<file path="config.mk">
export PLATFORM = sky130hd
export DESIGN_NAME = phy_clk_div_gen_flat
export DESIGN_NICKNAME = d
export VERILOG_FILES = /design/src/rtl/phy_clk_div_gen_if.sv /design/src/rtl/phy_clk_div_gen.sv /design/src/flat_wrapper.sv
export SDC_FILE = /design/constraint.sdc
export NUM_CORES = 1
export LEC_CHECK = 0
export CORE_ASPECT_RATIO = 0.75
export CORE_MARGIN = 2
export CORE_UTILIZATION = 35
export CTS_CLUSTER_DIAMETER = 100
export DETAILED_ROUTE_END_ITERATION = 10
export MAX_ROUTING_LAYER = met4
export PLACE_DENSITY = 0.62
export SETUP_SLACK_MARGIN = 0.1
export SLEW_MARGIN = 20
export SYNTH_ARGS = -nofsm -noshare
export SYNTH_HDL_FRONTEND = slang
export SYNTH_SLANG_ARGS = --single-unit
</file>
<file path="constraint.sdc">
create_clock -name Bit_CLK -period 6.4 [get_ports Bit_CLK]
set_input_delay 1.28 -clock Bit_CLK [delete_from_list [all_inputs] [get_ports Bit_CLK]]
set_output_delay 1.28 -clock Bit_CLK [all_outputs]
set_load 0.1 [all_outputs]
</file>
<file path="src/rtl/phy_clk_div_gen_if.sv">
// ============================================================================
// Module   : phy_clk_div_gen_if
// Brief    : Width select and derived-clock outputs of the PHY clock divider.
// Revision : 1.0 - initial release
// ============================================================================
`timescale 1ns/1ps
`default_nettype none

interface phy_clk_div_gen_if;
    logic [5:0] DataBusWidth;
    logic       Word_CLK;
    logic       PCLK;
    logic       Word_Strobe;
    logic       Clk_Locked;
    logic       Width_Err;

    modport master (
        output DataBusWidth,
        input  Word_CLK, PCLK, Word_Strobe, Clk_Locked, Width_Err
    );

    modport slave (
        input  DataBusWidth,
        output Word_CLK, PCLK, Word_Strobe, Clk_Locked, Width_Err
    );
endinterface

`default_nettype wire

</file>
<file path="src/rtl/phy_clk_div_gen.sv">
// ============================================================================
// Module   : phy_clk_div_gen
// Brief    : Derives Word_CLK, PCLK and the word load strobe from Bit_CLK,
//            with a glitch-free PCLK ratio switch at period boundaries.
// Revision : 1.0 - initial release
// ============================================================================
`timescale 1ns/1ps
`default_nettype none

module phy_clk_div_gen #(
    parameter int WORD_BITS     = 10,
    parameter int DEFAULT_WIDTH = 8
) (
    input  wire logic          Bit_CLK,
    input  wire logic          Rst,
    phy_clk_div_gen_if.slave   phy_if
);

    localparam int c_BW = $clog2(WORD_BITS);
    localparam int c_PW = $clog2(4 * WORD_BITS) + 1;

    localparam logic [c_BW-1:0] c_BIT_LAST = c_BW'(WORD_BITS - 1);
    localparam logic [c_BW-1:0] c_BIT_HALF = c_BW'(WORD_BITS / 2);
    localparam logic [c_PW-1:0] c_WB_P     = c_PW'(WORD_BITS);
    localparam logic [c_PW-1:0] c_HALF_P   = c_PW'(WORD_BITS / 2);

    // Ratio is carried as N itself (1, 2 or 4); 0 marks an illegal width.
    function automatic logic [2:0] f_decode(input logic [5:0] width);
        case (width)
            6'd8:    return 3'd1;
            6'd16:   return 3'd2;
            6'd32:   return 3'd4;
            default: return 3'd0;
        endcase
    endfunction

    localparam logic [2:0] c_N_DEF = f_decode(6'(DEFAULT_WIDTH));

    logic [c_BW-1:0] bit_cnt_q,  bit_cnt_d;
    logic [1:0]      word_cnt_q, word_cnt_d;
    logic [2:0]      n_act_q,    n_act_d;
    logic [2:0]      n_pend_q,   n_pend_d;
    logic            seen_q,     seen_d;
    logic            word_clk_q, word_clk_d;
    logic            pclk_q,     pclk_d;
    logic            strobe_q,   strobe_d;
    logic            locked_q,   locked_d;
    logic            werr_q,     werr_d;

    logic [2:0]      w_n_dec;
    logic            w_legal;
    logic            w_mismatch;
    logic            w_bit_last;
    logic            w_boundary;
    logic            w_rise;
    logic [1:0]      w_word_last;
    logic [c_PW-1:0] w_phase;
    logic [c_PW-1:0] w_pclk_half;

    always_comb begin
        w_n_dec     = f_decode(phy_if.DataBusWidth);
        w_legal     = |w_n_dec;
        n_pend_d    = w_legal ? w_n_dec : n_pend_q;
        w_mismatch  = (n_pend_d != n_act_q);
        w_word_last = 2'(n_act_q - 3'd1);
        w_bit_last  = (bit_cnt_q == c_BIT_LAST);
        w_boundary  = w_bit_last && (word_cnt_q == w_word_last);
        w_phase     = (c_PW'(word_cnt_q) * c_WB_P) + c_PW'(bit_cnt_q);
        w_rise      = (w_phase == '0);

        case (n_act_q)
            3'd2:    w_pclk_half = c_WB_P;
            3'd4:    w_pclk_half = c_WB_P << 1;
            default: w_pclk_half = c_HALF_P;
        endcase

        bit_cnt_d  = w_bit_last ? '0 : bit_cnt_q + 1'b1;
        word_cnt_d = word_cnt_q;
        n_act_d    = n_act_q;
        seen_d     = seen_q | w_rise;

        // Ratio changes only at the PCLK period end, so the next period starts high.
        if (w_bit_last) begin
            if (w_boundary) begin
                word_cnt_d = '0;
                if (w_mismatch) begin
                    n_act_d = n_pend_d;
                    seen_d  = 1'b0;
                end
            end else begin
                word_cnt_d = word_cnt_q + 1'b1;
            end
        end

        word_clk_d = (bit_cnt_q < c_BIT_HALF);
        pclk_d     = (w_phase < w_pclk_half);
        strobe_d   = w_bit_last;
        werr_d     = !w_legal;

        locked_d = locked_q;
        if (w_mismatch) begin
            locked_d = 1'b0;
        end else if (w_rise && seen_q) begin
            locked_d = 1'b1;
        end
    end

    always_ff @(posedge Bit_CLK or posedge Rst) begin
        if (Rst) begin
            bit_cnt_q  <= '0;
            word_cnt_q <= '0;
            n_act_q    <= c_N_DEF;
            n_pend_q   <= c_N_DEF;
            seen_q     <= 1'b0;
            word_clk_q <= 1'b0;
            pclk_q     <= 1'b0;
            strobe_q   <= 1'b0;
            locked_q   <= 1'b0;
            werr_q     <= 1'b0;
        end else begin
            bit_cnt_q  <= bit_cnt_d;
            word_cnt_q <= word_cnt_d;
            n_act_q    <= n_act_d;
            n_pend_q   <= n_pend_d;
            seen_q     <= seen_d;
            word_clk_q <= word_clk_d;
            pclk_q     <= pclk_d;
            strobe_q   <= strobe_d;
            locked_q   <= locked_d;
            werr_q     <= werr_d;
        end
    end

    assign phy_if.Word_CLK    = word_clk_q;
    assign phy_if.PCLK        = pclk_q;
    assign phy_if.Word_Strobe = strobe_q;
    assign phy_if.Clk_Locked  = locked_q;
    assign phy_if.Width_Err   = werr_q;

endmodule

`default_nettype wire
</file>
<file path="src/flat_wrapper.sv">
// flat-port wrapper written by rule: the top's interface ports become plain ports
module phy_clk_div_gen_flat 
#(
    parameter int WORD_BITS     = 10,
    parameter int DEFAULT_WIDTH = 8
)
  (Bit_CLK, Rst, phy_if_DataBusWidth, phy_if_Word_CLK, phy_if_PCLK, phy_if_Word_Strobe, phy_if_Clk_Locked, phy_if_Width_Err);
  phy_clk_div_gen_if phy_if_i ();
  input  wire logic Bit_CLK;
  input  wire logic Rst;
  input wire logic [$bits(phy_if_i.DataBusWidth)-1:0] phy_if_DataBusWidth;
  output wire logic [$bits(phy_if_i.Word_CLK)-1:0] phy_if_Word_CLK;
  output wire logic [$bits(phy_if_i.PCLK)-1:0] phy_if_PCLK;
  output wire logic [$bits(phy_if_i.Word_Strobe)-1:0] phy_if_Word_Strobe;
  output wire logic [$bits(phy_if_i.Clk_Locked)-1:0] phy_if_Clk_Locked;
  output wire logic [$bits(phy_if_i.Width_Err)-1:0] phy_if_Width_Err;
  assign phy_if_i.DataBusWidth = phy_if_DataBusWidth;
  assign phy_if_Word_CLK = phy_if_i.Word_CLK;
  assign phy_if_PCLK = phy_if_i.PCLK;
  assign phy_if_Word_Strobe = phy_if_i.Word_Strobe;
  assign phy_if_Clk_Locked = phy_if_i.Clk_Locked;
  assign phy_if_Width_Err = phy_if_i.Width_Err;
  phy_clk_div_gen #(.WORD_BITS(WORD_BITS), .DEFAULT_WIDTH(DEFAULT_WIDTH)) u_core (.Bit_CLK(Bit_CLK), .Rst(Rst), .phy_if(phy_if_i));
endmodule
</file>
[After elaboration in Yosys (flattened, before gate mapping)]
Index checks and enable logic that the tools add are counted.
Word-level totals
  register bits after elaboration: 18
  output and inout port bits: 5
Cells by class
  order comparisons: 2
  bitwise operators: 1
  reduce and logical (&&, ||, !) cells: 7
  multiply operators: 1
  equal/unequal tests: 8
  muxes and demuxes: 10
  add/sub/neg operators: 4
Operators by type and width (number)
  one-hot mux 5 bit (2 select lines): 1
  one-hot mux 3 bit (3 select lines): 1
  adder 6 x 4 -> 7 bit: 1
  logical NOT 7 bit: 1
  < comparator 7 x 5 -> 1 bit: 1
  equality test 6 x 4 -> 1 bit (second input constant): 1
  equality test 6 x 5 -> 1 bit (second input constant): 1
  equality test 6 bit (second input constant): 1
  multiplier 2 x 3 -> 5 bit (second input constant): 1
  2-to-1 mux 1 bit: 5
  adder 4 x 1 -> 4 bit (second input constant): 1
  equality test 4 bit (second input constant): 1
  < comparator 4 x 3 -> 1 bit (second input constant): 1
  2-to-1 mux 4 bit: 1
  equality test 3 x 2 -> 1 bit (second input constant): 1
  equality test 3 bit (second input constant): 1
  2-to-1 mux 3 bit: 1
  inequality test 3 bit: 1
  AND reduction 3 bit: 1
  OR reduction 3 bit: 1
  adder 2 x 1 -> 2 bit (second input constant): 1
  equality test 2 bit: 1
  logical AND 1 bit: 2
  2-to-1 mux 2 bit: 1
  4 further kinds: 4

[Logic depth before layout (Yosys ltp)]
  depth after elaboration: 8
  mapped depth: 8
  depth with buffers taken out: 8

[Worst setup path after synthesis]
No wires, ideal clock.
  path type: in2reg
  from: input phy_if_DataBusWidth[1]
  to: register u_core.seen_q
  buffers on the path: 0
  setup slack: 3.909 ns
  cell stages on the path: 5
  data arrival time: 2.370 ns
  required time: 6.279 ns
  path through: or3_4 o211a_1 a311oi_1 a311oi_1 o22a_1
On the way
  word-level cells in the longest chain between the ends: 8
  elaborated cells between the ends (all ways): 10
Ends and longest elaborated chain
  start, declared: RTL line flat_wrapper.sv:11  | input wire logic [$bits(phy_if_i.DataBusWidth)-1:0] phy_if_DataBusWidth;
  equality test 6 bit, or another cell as far along: RTL line phy_clk_div_gen.sv:29  | case (width)
  one-hot mux 3 bit (3 select lines) (*): RTL line phy_clk_div_gen.sv:29
  OR reduction 3 bit: RTL line phy_clk_div_gen.sv:62  | w_legal = |w_n_dec;
  2-to-1 mux 3 bit (*): RTL line phy_clk_div_gen.sv:63  | n_pend_d = w_legal ? w_n_dec : n_pend_q;
  inequality test 3 bit (*): RTL line phy_clk_div_gen.sv:64  | w_mismatch = (n_pend_d != n_act_q);
  2-to-1 mux 1 bit (*): RTL line phy_clk_div_gen.sv:86  | if (w_mismatch) begin
  2-to-1 mux 1 bit (*): RTL line phy_clk_div_gen.sv:84  | if (w_boundary) begin
  2-to-1 mux 1 bit (*): RTL line phy_clk_div_gen.sv:83  | if (w_bit_last) begin
  via u_core.seen_d: RTL line phy_clk_div_gen.sv:43  | logic seen_q, seen_d;
  end signal, assigned: RTL line phy_clk_div_gen.sv:125  | seen_q <= seen_d;
  end, declared: RTL line phy_clk_div_gen.sv:43
The timed path passes the listed nets; every way through them passes the cells marked *.
A chain may end at the register's enable or synchronous reset.

[Worst setup path in the final report]
  from: register u_core.locked_q (netlist: u_core.phy_if.Clk_Locked)
  to: output phy_if_Clk_Locked
RTL lines
  start, declared: RTL line phy_clk_div_gen.sv:47  | logic locked_q, locked_d;
  start signal, assigned: RTL line phy_clk_div_gen.sv:129  | locked_q <= locked_d;
  end, declared: RTL line flat_wrapper.sv:15  | output wire logic [$bits(phy_if_i.Clk_Locked)-1:0] phy_if_Clk_Locked;
No word-level cell between the ends.

==> flow_summary_export.csv <==
group,metric,value,unit
synth,synthTopCellsByArea,"dfrtp_1 (34%), ha_1 (9.4%), dfstp_2 (4.4%)",
critical_path,critPathMaxFanout,2,
hold_path,holdPathStages,1,
critical_path,crit_buf_inv,1,
routing,drt-total-wl,2450,um
clock_network,post-cts-setup-buffers,0,
placed_design,dp_hpwl,1830,um
synth,ys_async_sr_fraction,100,%
sta,finalCriticalPeriod,3080,ps
clock_network,cts_tree,"built",
sta,finalHoldViolCount,0,
flow_run,drv_cap,0,
clock_network,hold_buffers,0,
cells_and_area,nets,155,
global_route,antenna_found_initial,0,
global_route,grtUsageMet2,21.1,%
floorplan,fp.dieH,54.6,um
hold_path,hold_class,"flip-flop to flip-flop",
synth,ys.warnings.count,0,
critical_path,crit_end,"phy_if_Clk_Locked",
routing,vias,970,
routing,viasPerCell,5.51,
routing,routedWlPerCell,13.9,um
sta,hold_slack,515,ps
global_route,use_met1,19.1,%
synth,netlist_top_cells_count,"dfrtp_1 (16), inv_1 (11), a21oi_1 (10), ha_1 (9)",
routing,drc,0,
clock_network,numCtsBuffers,3,
cells_and_area,fillerInstances,314,
global_route,grt_overflow_total,0,
sta,fin_crit_sh,48.2,%
critical_path,crit_slowest_cell,"clkdlybuf4s50_1",
power_and_ir_drop,powerDensity,248,nW/um^2
global_route,grt_pass1_wl,4170,um
clock_network,clk_pin_slew,70,ps
routing,dr.pass1.iters,4,
clock_network,clock_latency,260,ps
synth,synth_edf_count,0,
floorplan,io_pins,13,
cells_and_area,multi_input_area,674,um^2
cells_and_area,regArea,453,um^2
critical_path,crit_family,"buffers and inverters",
synth,syn_area,1190,um^2
critical_path,cp.required,5120,ps
global_route,grt_pass1_vias,883,
global_route,grt_max_degree,19,
critical_path,path_cells,"clkdlybuf4s50_1",
global_route,grt_use_total,14.1,%
synth,synth_top_area_share,33.5,%
synth,syn_area_per_cell,9.64,um^2
cells_and_area,syn2layout_area_growth,17.3,%
synth,yosys_most_used_dff,"dfrtp_1",
clock_network,cts_resized,0,
run_status,status,"finished, final reports clean",
global_route,grt.busiest_layer,"met2",
routing,antenna_left,0,
floorplan,die_area,3900,um^2
synth,synthMostInstantiatedCell,"dfrtp_1",
sta,worstMarginPinSlew,978,ps
critical_path,end_kind,"output pin",
sta,clock_skew,6.82,ps
critical_path,critPathLaunch,"u_core.phy_if.Clk_Locked",
sta,rsz0062_at_grt,"false",
sta,fin_tns_setup,0,ps
floorplan,core,3290,um^2
critical_path,ff2ff_path_depth,8,
clock_network,htreeDepth,1,
critical_path,worst_setup_path_start_kind,"flip-flop",
sta,setup_violations,0,
power_and_ir_drop,p_leak,0.000672,uW
synth,synth_cell_type_count,42,
placed_design,gp_congestion,0.827,
synth,synth_nets,142,
placed_design,io_buffer_count,12,
floorplan,start_util,36.3,%
critical_path,max_stage_delay,1150,ps
cells_and_area,num_antenna_cells,0,
routing,drt_iter0_drc,61,
floorplan,die_w,71.5,um
synth,yosys.area.top_type,"dfrtp_1",
critical_path,regToRegSetupSlack,4200,ps
floorplan,num_rows,18,
power_and_ir_drop,vdd_ir_drop_max,0.0834,mV
synth,yosysSeqAreaShare,37.9,%
cells_and_area,drive_gt1_share,8.09,%
critical_path,worstSetupPathDepth,1,
critical_path,worst_ep_arrival_time,1800,ps
synth,ys_seq_elements,18,
sta,max-slew-margin-rel,34.6,%
global_route,use_met3,3.68,%
clock_network,clock_path_buffers,2,
sta,slew_violations,0,
synth,synthCells,124,
critical_path,rr_startpoint,"u_core.word_cnt_q[1]",
clock_network,cts_root_buf,"clkbuf_8",
clock_network,cts.sinks,18,
sta,fmax,324,MHz
critical_path,r2r_end,"u_core.phy_if.PCLK",
critical_path,crit_type,"flip-flop to output pin",
==> cell families after synthesis <==
kind of cell / Yosys count / share of synthesized area, %
DFF: 18 / 37.9
adders and majority gates: 10 / 11.1
xor gates and xnor gates: 6 / 4.40
muxes: 3 / 2.62
AOI/OAI and AO/OA: 43 / 25.6
and+or+nand+nor: 27 / 12.8
buffers and inverters: 17 / 5.65
==> final cells by class <==
| type | instances | share of cell area [%] |
|---|---|---|
| tap | 40 | 3.57 |
| sequential | 18 | 32.3 |
| clock buffer | 4 | 3.93 |
| inverter | 13 | 3.48 |
| multi-input combinational | 89 | 48.1 |
| timing repair buffer | 12 | 8.57 |
==> per-layer routing <==
layer / routed length, um / vias up
met5: 0 / -
met4: 19 / 0
met2: 1070 / 25
met1: 1260 / 456
met3: 104 / 3
li1: - / 486
==> cells in the final DEF (no fill, tap or decap), types with 3 or more instances in the layout <==
cell type         n
dfrtp_1          16
clkdlybuf4s50_1  12
inv_1            11
a21oi_1          10
ha_1              9
nor2_1            6
a21o_1            6
nand2_1           5
xnor2_1           4
nand3_1           4
clkbuf_8          4
o21ai_1           3
and3_1            3
a311oi_1          3
==> per-stage QoR <==
stage / cell area, um^2 / power (uW) / setup WS, ps / util (%) / std cells
after floorplan: 1190 / 226 / 3910 / - / 124
after CTS: 1400 / 352 / 3300 / 42.6 / 176
after detailed placement: 1350 / 255 / 3290 / 40.9 / 172
after global placement: 1350 / 251 / 3350 / 40.9 / 172
final: 1400 / 347 / 3320 / 42.6 / 176
after global routing: 1400 / 371 / 3270 / 42.6 / 176
==> sequential cells by signal, summed over array words and instances (netlist names) <==
signal and count:
u_core.phy_if.Clk_Locked 1, u_core.bit_cnt_q 4, u_core.phy_if.Width_Err 1, u_core.phy_if.Word_Strobe 1, u_core.n_act_q 3, u_core.word_cnt_q 2, u_core.phy_if.PCLK 1, u_core.seen_q 1
u_core.n_pend_q 3, u_core.phy_if.Word_CLK 1
==> power by group <==
| part | switching, uW | total (uW) | internal, uW |
|---|---|---|---|
| clock network | 40.5 | 95.2 | 54.7 |
| registers | 13.0 | 140 | 127 |
| logic | 67.0 | 112 | 45.4 |
| total | 120 | 347 | 227 |
==> how the worst min path moves through the flow <==
stage	start	to	slack, ps
2_1_floorplan	u_core.seen_q	u_core.seen_q	480
3_3_place_gp	u_core.seen_q	u_core.seen_q	500
3_5_place_dp	u_core.seen_q	u_core.seen_q	510
4_1_cts	u_core.seen_q	u_core.seen_q	520
5_1_grt	u_core.seen_q	u_core.seen_q	540
6_report	u_core.seen_q	u_core.seen_q	520
(Power assumes the default switching activity.)
